### config.mk
export PLATFORM = sky130hd
export DESIGN_NAME = clock_ratio_meter
export DESIGN_NICKNAME = d
export VERILOG_FILES = /design/src/rtl/clock_ratio_meter.sv
export SDC_FILE = /design/constraint.sdc
export NUM_CORES = 1
export LEC_CHECK = 0
export BUFFER_PORTS_ARGS = -buffer_cell sky130_fd_sc_hd__buf_2
export CORE_AREA = 8 8 74 76
export DETAILED_ROUTE_END_ITERATION = 6
export DIE_AREA = 0 0 82 84
export PLACE_DENSITY = 0.86
export SLEW_MARGIN = 20
export SYNTH_ARGS = -nofsm -noshare
export SYNTH_HDL_FRONTEND = slang
export SYNTH_SLANG_ARGS = --single-unit
### constraint.sdc
create_clock -name clk_in -period 2.35 [get_ports clk_in]
set_input_delay 0.3525 -clock clk_in [delete_from_list [all_inputs] [get_ports clk_in]]
set_output_delay 0.3525 -clock clk_in [all_outputs]
set_load 0.02 [all_outputs]
### src/rtl/clock_ratio_meter.sv
// Measures the period of clk_meas in clk_in cycles and reports it as a ratio.
// Also flags ratio changes and reports lock and loss of clk_meas.
module clock_ratio_meter #(
  parameter int CNT_W       = 16,
  parameter int SYNC_STAGES = 2,
  parameter int LOCK_COUNT  = 4,
  parameter int TIMEOUT     = 1024
) (
  input  logic             clk_in,
  input  logic             rstn,
  input  logic             clk_meas,
  output logic [CNT_W-1:0] ratio,
  output logic             ratio_valid,
  output logic             ratio_changed,
  output logic             locked,
  output logic             timeout,
  output logic [1:0]       dbg_state
);

  localparam logic [1:0] S_WAIT_FIRST = 2'd0;
  localparam logic [1:0] S_MEASURE    = 2'd1;
  localparam logic [1:0] S_TIMEOUT    = 2'd2;

  localparam int               MW        = $clog2(LOCK_COUNT + 1);
  localparam logic [CNT_W-1:0] TIMEOUT_C = CNT_W'(TIMEOUT);
  localparam logic [CNT_W-1:0] CNT_ONE   = CNT_W'(1);
  localparam logic [MW-1:0]    LOCK_C    = MW'(LOCK_COUNT);
  localparam logic [MW-1:0]    MATCH_ONE = MW'(1);

  logic [SYNC_STAGES-1:0] r_sync;
  logic                   r_prev;
  logic                   w_edge;

  logic [1:0]       r_state;
  logic [CNT_W-1:0] r_cnt;
  logic [CNT_W-1:0] r_ratio;
  logic [MW-1:0]    r_match;
  logic             r_first;
  logic             r_valid;
  logic             r_changed;
  logic             r_locked;
  logic             r_timeout;

  // Flops reset to 1 so a clk_meas already high at release is not seen as an edge.
  always_ff @(posedge clk_in) begin
    if (!rstn) begin
      r_sync <= '1;
      r_prev <= 1'b1;
    end else begin
      r_sync <= {r_sync[SYNC_STAGES-2:0], clk_meas};
      r_prev <= r_sync[SYNC_STAGES-1];
    end
  end

  assign w_edge = r_sync[SYNC_STAGES-1] & ~r_prev;

  // ratio_valid is a one-cycle strobe with no ready: the consumer must take ratio
  // in the cycle ratio_valid is high; ratio_changed only ever rises alongside it.
  always_ff @(posedge clk_in) begin
    if (!rstn) begin
      r_state   <= S_WAIT_FIRST;
      r_cnt     <= '0;
      r_ratio   <= '0;
      r_match   <= '0;
      r_first   <= 1'b1;
      r_valid   <= 1'b0;
      r_changed <= 1'b0;
      r_locked  <= 1'b0;
      r_timeout <= 1'b0;
    end else begin
      r_valid   <= 1'b0;
      r_changed <= 1'b0;
      case (r_state)
        S_WAIT_FIRST: begin
          if (w_edge) begin
            r_state <= S_MEASURE;
            r_cnt   <= CNT_ONE;
          end
        end
        S_MEASURE: begin
          // An edge takes priority so a period of exactly TIMEOUT is still captured.
          if (w_edge) begin
            r_ratio <= r_cnt;
            r_valid <= 1'b1;
            r_cnt   <= CNT_ONE;
            r_first <= 1'b0;
            if (r_first) begin
              r_match  <= MATCH_ONE;
              r_locked <= 1'b0;
            end else if (r_cnt == r_ratio) begin
              if (r_match < LOCK_C) r_match <= r_match + MATCH_ONE;
              if (r_match >= LOCK_C - MATCH_ONE) r_locked <= 1'b1;
            end else begin
              r_changed <= 1'b1;
              r_match   <= MATCH_ONE;
              r_locked  <= 1'b0;
            end
          end else if (r_cnt == TIMEOUT_C) begin
            r_state   <= S_TIMEOUT;
            r_timeout <= 1'b1;
            r_locked  <= 1'b0;
            r_match   <= '0;
            r_first   <= 1'b1;
          end else begin
            r_cnt <= r_cnt + CNT_ONE;
          end
        end
        S_TIMEOUT: begin
          if (w_edge) begin
            r_timeout <= 1'b0;
            r_state   <= S_MEASURE;
            r_cnt     <= CNT_ONE;
          end
        end
        default: r_state <= S_WAIT_FIRST;
      endcase
    end
  end

  assign ratio         = r_ratio;
  assign ratio_valid   = r_valid;
  assign ratio_changed = r_changed;
  assign locked        = r_locked;
  assign timeout       = r_timeout;
  assign dbg_state     = r_state;

endmodule

==> results_dict.tcl, run 1 <==
set metrics [dict create \
    synth_top_cell_area_share_pct 37.9 \
    async_reset_ff_share_pct 0 \
    synth-adder-area-share_pct 2.11 \
    grt_use_total_pct 16.1 \
    netSwitchingFraction_pct 22.0 \
    yosysTopAreaCell "dfxtp_1" \
    synth_nets 272 \
    route.detailed.drc 0 \
    start_kind "register" \
    antennaDiodeCount 0 \
    overflow 0 \
    critPathBufInv 1 \
    grt_max_degree 25 \
    rows 24 \
    cts_tree "yes" \
    syn_inst 265 \
    cpPeakStageDelay_ns 0.45 \
    post_cts_buffers 0 \
    layout_commonest_cell "dfxtp_1" \
    final.setup_skew_ns 0.00370 \
    p_sw_uw 289 \
    worstPathMaxFanout 7 \
    holdBufCountCts 0 \
    hpwl_microns 3920 \
    grt_pass1_wl_microns 8920 \
    fin_cells 338 \
    synth_flop_cell "dfxtp_1" \
    outcome "completed" \
    dp.cells 331 \
    cts_sinks 45 \
    fmax_mhz 519 \
    power_frac_seq_pct 58.7 \
    antenna_found_initial 0 \
    clkTransAtPathRegs_ns 0.08 \
    hold_viol 0 \
    routed_wirelength_microns 5260 \
    critPathCaptureType "register" \
    period_share_pct 82.0 \
    peakVddDrop_mv 0.433 \
    fin_util_pct 60.5 \
    synthesis.area_sq_um 2380 \
    arrival_ns 2.11 \
    synth_edf_count 0 \
    ys_seq_elements 45 \
    use_met2_pct 25.7 \
    die_area_sq_um 6890 \
    layout_common_cells "dfxtp_1 (45), nand2_1 (41), buf_2 (24), a21boi_0 (16), xor2_1 (16)" \
    cts_buffer_depth 2 \
    min_from "clk_meas" \
    io-pin-count 25 \
    area_delta_synth_final_pct 8.58 \
    drt_pass1_iterations 4 \
    worst_pin_slew_ns 0.565 \
    grtUsageMet3_pct 4.20 \
    maxSlewHeadroom_pct 62.1 \
    via_count 1961 \
    synth-simple-area-share_pct 29.3 \
    critical_path.slowest_cell "o22ai_1" \
    hold_slack_ns 0.231 \
    pwr-share-clk_pct 36.6 \
    synth-compound-area-share_pct 19.0 \
    p_leak_nw 1.09 \
    comb_power_share_pct 4.6 \
    final.min_clock_period_ns 1.93 \
    cp_data_required_time_ns 2.54 \
    finalWorstSetupSlack_ns 0.423 \
    initial_core_util_pct 55.7 \
    cts_made_buffers 5 \
    hp-class "input port to register" \
    core_sq_um 4260 \
    grt_setup_unrepaired "no" \
    wl_per_cell_microns 15.6 \
    synth_area_per_cell_sq_um 8.97 \
    final_layout_size_suffix_gt1_share_pct 17.8 \
    worstSkewPairLatency_ns 0.30 \
    synth.distinct_cells 53 \
    max_cap_viol_count 0 \
    final_nets 293 \
    rr_startpoint "r_cnt[0]" \
    htree_levels 2 \
    dp_slack_ns 0.438 \
    setup_tns_ns 0 \
    power.internal_mw 1.02 \
    p_per_area_nw_per_um2 508 \
    synth.mux.area_fraction_pct 0.421 \
    busiest_layer "met2" \
    p_total_mw 1.31 \
    drt-vias-per-instance 5.80 \
    synth_xor_area_share_pct 5.90 \
    dpl_cell_area_sq_um 2490 \
    cts_root_buffer "clkbuf_8" \
    synth_warnings 0 \
    grtUsageMet1_pct 20.3 \
    portBuffers 24 \
    die_height_microns 84 \
    grt_pass1_vias 1879 \
    fp.dieW_microns 82 \
    final_antenna_net_count 0 \
    crit_type "register to register" \
    crit_chain "inv_1 -> ha_1 -> nor4b_4 -> and4_4 -> o22ai_1 -> and3_1 -> o21ai_0" \
    synth_area_leaders "dfxtp_1 (38%), nand2_1 (6.5%), xor2_1 (5.9%)" \
    yosysSeqAreaShare_pct 37.9 \
    gpl.final_weighted_congestion 0.950 \
    setup_viol 0 \
    finalMaxSlewViolations 0 \
    drtIter0Drc 135 \
    synth_top_family_by_area "simple AND/OR/NAND/NOR gates" \
    postCtsResizedCells 0 \
    cp-startpoint "r_cnt[0]" \
    critPathTopFamily "simple AND/OR/NAND/NOR gates" \
    final_cell_area_sq_um 2580 \
]
## cell type report
| class | instances | area (sq um) |
|---|---|---|
| inverter | 8 | 30.0 |
| fill | 389 | 1680 |
| tap | 52 | 65.1 |
| sequential | 45 | 901 |
| multi-input combinational | 198 | 1350 |
| clock buffer | 7 | 86.3 |
| timing repair buffer | 28 | 150 |
## registers in the layout, indices dropped and copies added (netlist names)
| name | cells |
|---|---|
| ratio_valid | 1 |
| r_prev | 1 |
| r_cnt | 16 |
| locked | 1 |
| ratio | 16 |
| r_first | 1 |
| dbg_state | 2 |
| r_match | 3 |
| timeout | 1 |
| r_sync | 2 |
| ratio_changed | 1 |
## metal layers
layer	share of wire, %	up-vias
met5	0	-
met4	1.1	0
met3	5.9	8
met2	48	63
met1	45	903
li1	-	987
## cells in the mapped netlist (2+ instances only)
master / number
dfxtp_1: 45
nand2_1: 41
a21boi_0: 16
xor2_1: 16
nor2_1: 11
a21oi_1: 8
inv_1: 8
o21ai_0: 8
nand4_1: 7
o21ai_1: 7
clkbuf_1: 6
nand2b_1: 6
nor2b_1: 6
and2_1: 5
and3_1: 5
nor4_1: 5
buf_6: 4
ha_1: 4
nand3_1: 4
a31oi_1: 3
a41oi_1: 3
buf_2: 3
or3_1: 3
or4_1: 3
a211oi_1: 2
a21o_1: 2
nor3b_1: 2
nor4_4: 2
nor4b_1: 2
nor4b_4: 2
o221a_2: 2
o2bb2ai_1: 2
o31ai_1: 2
## logic make-up (layout without fill, tap and decap cells)
kind of cell    Yosys count  count (layout)
flops                    45              45
mux                       1               1
simple gates            114             114
compound gates           63              63
xor+xnor                 16              16
buf+inv                  22              43
fa+ha+maj                 4               4
## path summary, 6_finish.rpt
path         cells past startpoint         to  slack [ns]
min                              2  r_sync[0]        0.23
max reg2reg                      7  r_cnt[13]        0.42
max                              7  r_cnt[13]        0.42
min reg2reg                      1  r_sync[1]        0.42
## power groups by stage
stage	clock network, mW	registers [mW]	logic [mW]
2_1_floorplan	0	0.788	0.0461
5_1_grt	0.524	0.771	0.0666
6_report	0.480	0.770	0.0609
3_3_place_gp	0	0.788	0.0592
4_1_cts	0.491	0.770	0.0605
3_5_place_dp	0	0.788	0.0602
No activity file was read; power rests on OpenSTA's default activity.
==> inputs of run 2 (changes only) <==
--- a/config.mk
+++ b/config.mk
@@ -6,10 +6,10 @@
 export NUM_CORES = 1
 export LEC_CHECK = 0
 export BUFFER_PORTS_ARGS = -buffer_cell sky130_fd_sc_hd__buf_2
-export CORE_AREA = 8 8 74 76
+export CORE_AREA = 8 8 77 79
 export DETAILED_ROUTE_END_ITERATION = 6
-export DIE_AREA = 0 0 82 84
-export PLACE_DENSITY = 0.86
+export DIE_AREA = 0 0 85 87
+export PLACE_DENSITY = 0.83
 export SLEW_MARGIN = 20
 export SYNTH_ARGS = -nofsm -noshare
 export SYNTH_HDL_FRONTEND = slang
==> constraint.sdc (replaced) <==
create_clock -name clk_in -period 1.7 [get_ports clk_in]
set_input_delay 0.255 -clock clk_in [delete_from_list [all_inputs] [get_ports clk_in]]
set_output_delay 0.255 -clock clk_in [all_outputs]
set_load 0.02 [all_outputs]
==> run 2 against run 1 <==
  * Sequential share of layout area down 6.2 points
  * Non-clock buffer count increased by 53
  * Sequential cell count unchanged
  * The run now ends with negative setup slack left
  * Core utilization up 5.6 points
  * Routed wire length up 36%
  * Critical path depth unchanged
  * Combinational power rose by 150%
  * First-iteration DRC count grew 4.4%
  * Final cell count increased by 17%
  * Worst hold slack worse by 0.11 ns
  * Via count grew 18%
  * Die area rose by 7.4%
==> results_dict.tcl, run 2 (synthesis results as in run 1) <==
set metrics [dict create \
    outcome "finished, violations left" \
    violations "negative setup slack" \
    die_height_microns 87 \
    cts_root_buffer "clkbuf_8" \
    rows 26 \
    hold_depth 2 \
    cpPeakStageDelay_ns 0.39 \
    finalMaxSlewViolations 0 \
    grt_pass1_wl_microns 10900 \
    hp-class "input port to register" \
    peakVddDrop_mv 0.471 \
    grt_max_degree 17 \
    final_nets 346 \
    reg2reg_depth 7 \
    grt_pass1_vias 2360 \
    antennaDiodeCount 0 \
    hold_viol 0 \
    clkTransAtPathRegs_ns 0.09 \
    route.detailed.drc 0 \
    holdBufCountCts 0 \
    overflow 0 \
    antenna_found_initial 0 \
    routed_wirelength_microns 7140 \
    critPathCaptureType "register" \
    path_depth 7 \
    p_total_mw 1.90 \
    crit_chain "buf_6 -> xor2_1 -> nor4_1 -> nand4_1 -> buf_4 -> nor2_2 -> o211ai_1" \
    cts_made_buffers 5 \
    cts_sinks 45 \
    layout_common_cells "buf_4 (51), nand2_1 (40), dfxtp_1 (32), buf_2 (24)" \
    fin_util_pct 66.1 \
    fillers 351 \
    critPathTopFamily "simple AND/OR/NAND/NOR gates" \
    grt_setup_unrepaired "yes" \
    maxSlewHeadroom_pct 67.0 \
    die_area_sq_um 7400 \
    fmax_mhz 539 \
    fin_cells 396 \
    arrival_ns 2.05 \
    cts_tree "yes" \
    drt_pass1_iterations 4 \
    drtIter0Drc 141 \
    worst_pin_slew_ns 0.494 \
    wl_per_cell_microns 18.0 \
    cts_buffer_depth 2 \
    final_layout_size_suffix_gt1_share_pct 42.9 \
    portBuffers 24 \
    final.setup_skew_ns 0.00862 \
    layout_commonest_cell "buf_4" \
    core_sq_um 4850 \
    critPathBufInv 2 \
    initial_core_util_pct 49.0 \
    htree_levels 2 \
    hpwl_microns 4790 \
    dp.cells 373 \
    finalWorstSetupSlack_ns -0.157 \
    fp.dieW_microns 85 \
    period_share_pct 109 \
    p_leak_nw 1.37 \
    via_count 2313 \
    gpl.final_weighted_congestion 0.921 \
    drt-vias-per-instance 5.84 \
    grt_use_total_pct 18.5 \
    final_antenna_net_count 0 \
    max_cap_viol_count 0 \
    crit_type "register to register" \
    start_kind "register" \
    setup_viol 14 \
    cp_data_required_time_ns 1.89 \
    worstSkewPairLatency_ns 0.31 \
    p_per_area_nw_per_um2 594 \
    area_delta_synth_final_pct 34.9 \
    critical_path.slowest_cell "dfxtp_4" \
    io-pin-count 25 \
    final.min_clock_period_ns 1.86 \
    worstPathMaxFanout 6 \
]
[run 2: cell count changes in the layout (fill, tap and decap cells not counted), moves of 3 or more]
cell / change
o21ai_2: +3
dfxtp_1: -13
nor2_2: +3
dfxtp_2: +12
nor2_1: -3
buf_6: +6
buf_4: +47
[run 2: repair_timing]
action | CTS | global route
resized for setup | 24 | 32
cloned | 0 | 0
pin swaps | 6 | 21
endpoints found under the hold margin | 0 | 0
endpoints found under the setup margin | 17 | 23
setup buffers | 7 | 8
[run 2: where the power goes]
part / switching (mW) / internal (mW) / total [mW]
Clock: 0.400 / 0.290 / 0.690
Sequential: 0.00371 / 1.06 / 1.06
Combinational: 0.0827 / 0.0687 / 0.151
Total: 0.486 / 1.42 / 1.90
[run 2: final cells by class]
class | count | area, sq um | share of cell area, %
flip-flops and latches | 45 | 920 | 28.7
clock inverters | 2 | 15.0 | 0.468
repair buffers | 81 | 571 | 17.8
clock buffers | 6 | 72.6 | 2.26
inverters | 8 | 30.0 | 0.937
multi-input cells | 198 | 1530 | 47.7
well taps | 56 | 70.1 | 2.19
[run 2: path summary, 6_finish.rpt]
path	startpoint	to	slack, ns
worst min register to register	r_sync[0]	r_sync[1]	0.43
worst min-delay path	clk_meas	r_sync[0]	0.12
worst max register to register	r_cnt[4]	r_match[0]	-0.16
worst max-delay path	r_cnt[4]	r_match[0]	-0.16
[run 2: routing by layer]
metal / track usage, % / wire length [microns] / vias to the layer above
li1: - / - / 1097
met1: 19.3 / 2900 / 1097
met2: 32.0 / 3600 / 92
met3: 4.62 / 341 / 27
met4: 13.1 / 306 / 0
met5: 0 / 0 / -
[run 2: stage by stage]
step                setup slack [ns]  hold slack (ns)  setup TNS, ns  cell area [sq um]
floorplan                     0.0175            0.356              0               2380
global placement              -0.122            0.387         -0.548               2780
detailed placement            -0.168            0.412          -1.44               2780
CTS                          -0.0782            0.123         -0.362               3010
global route                  -0.233            0.122          -2.33               3210
finish                        -0.157            0.124          -1.15               3210
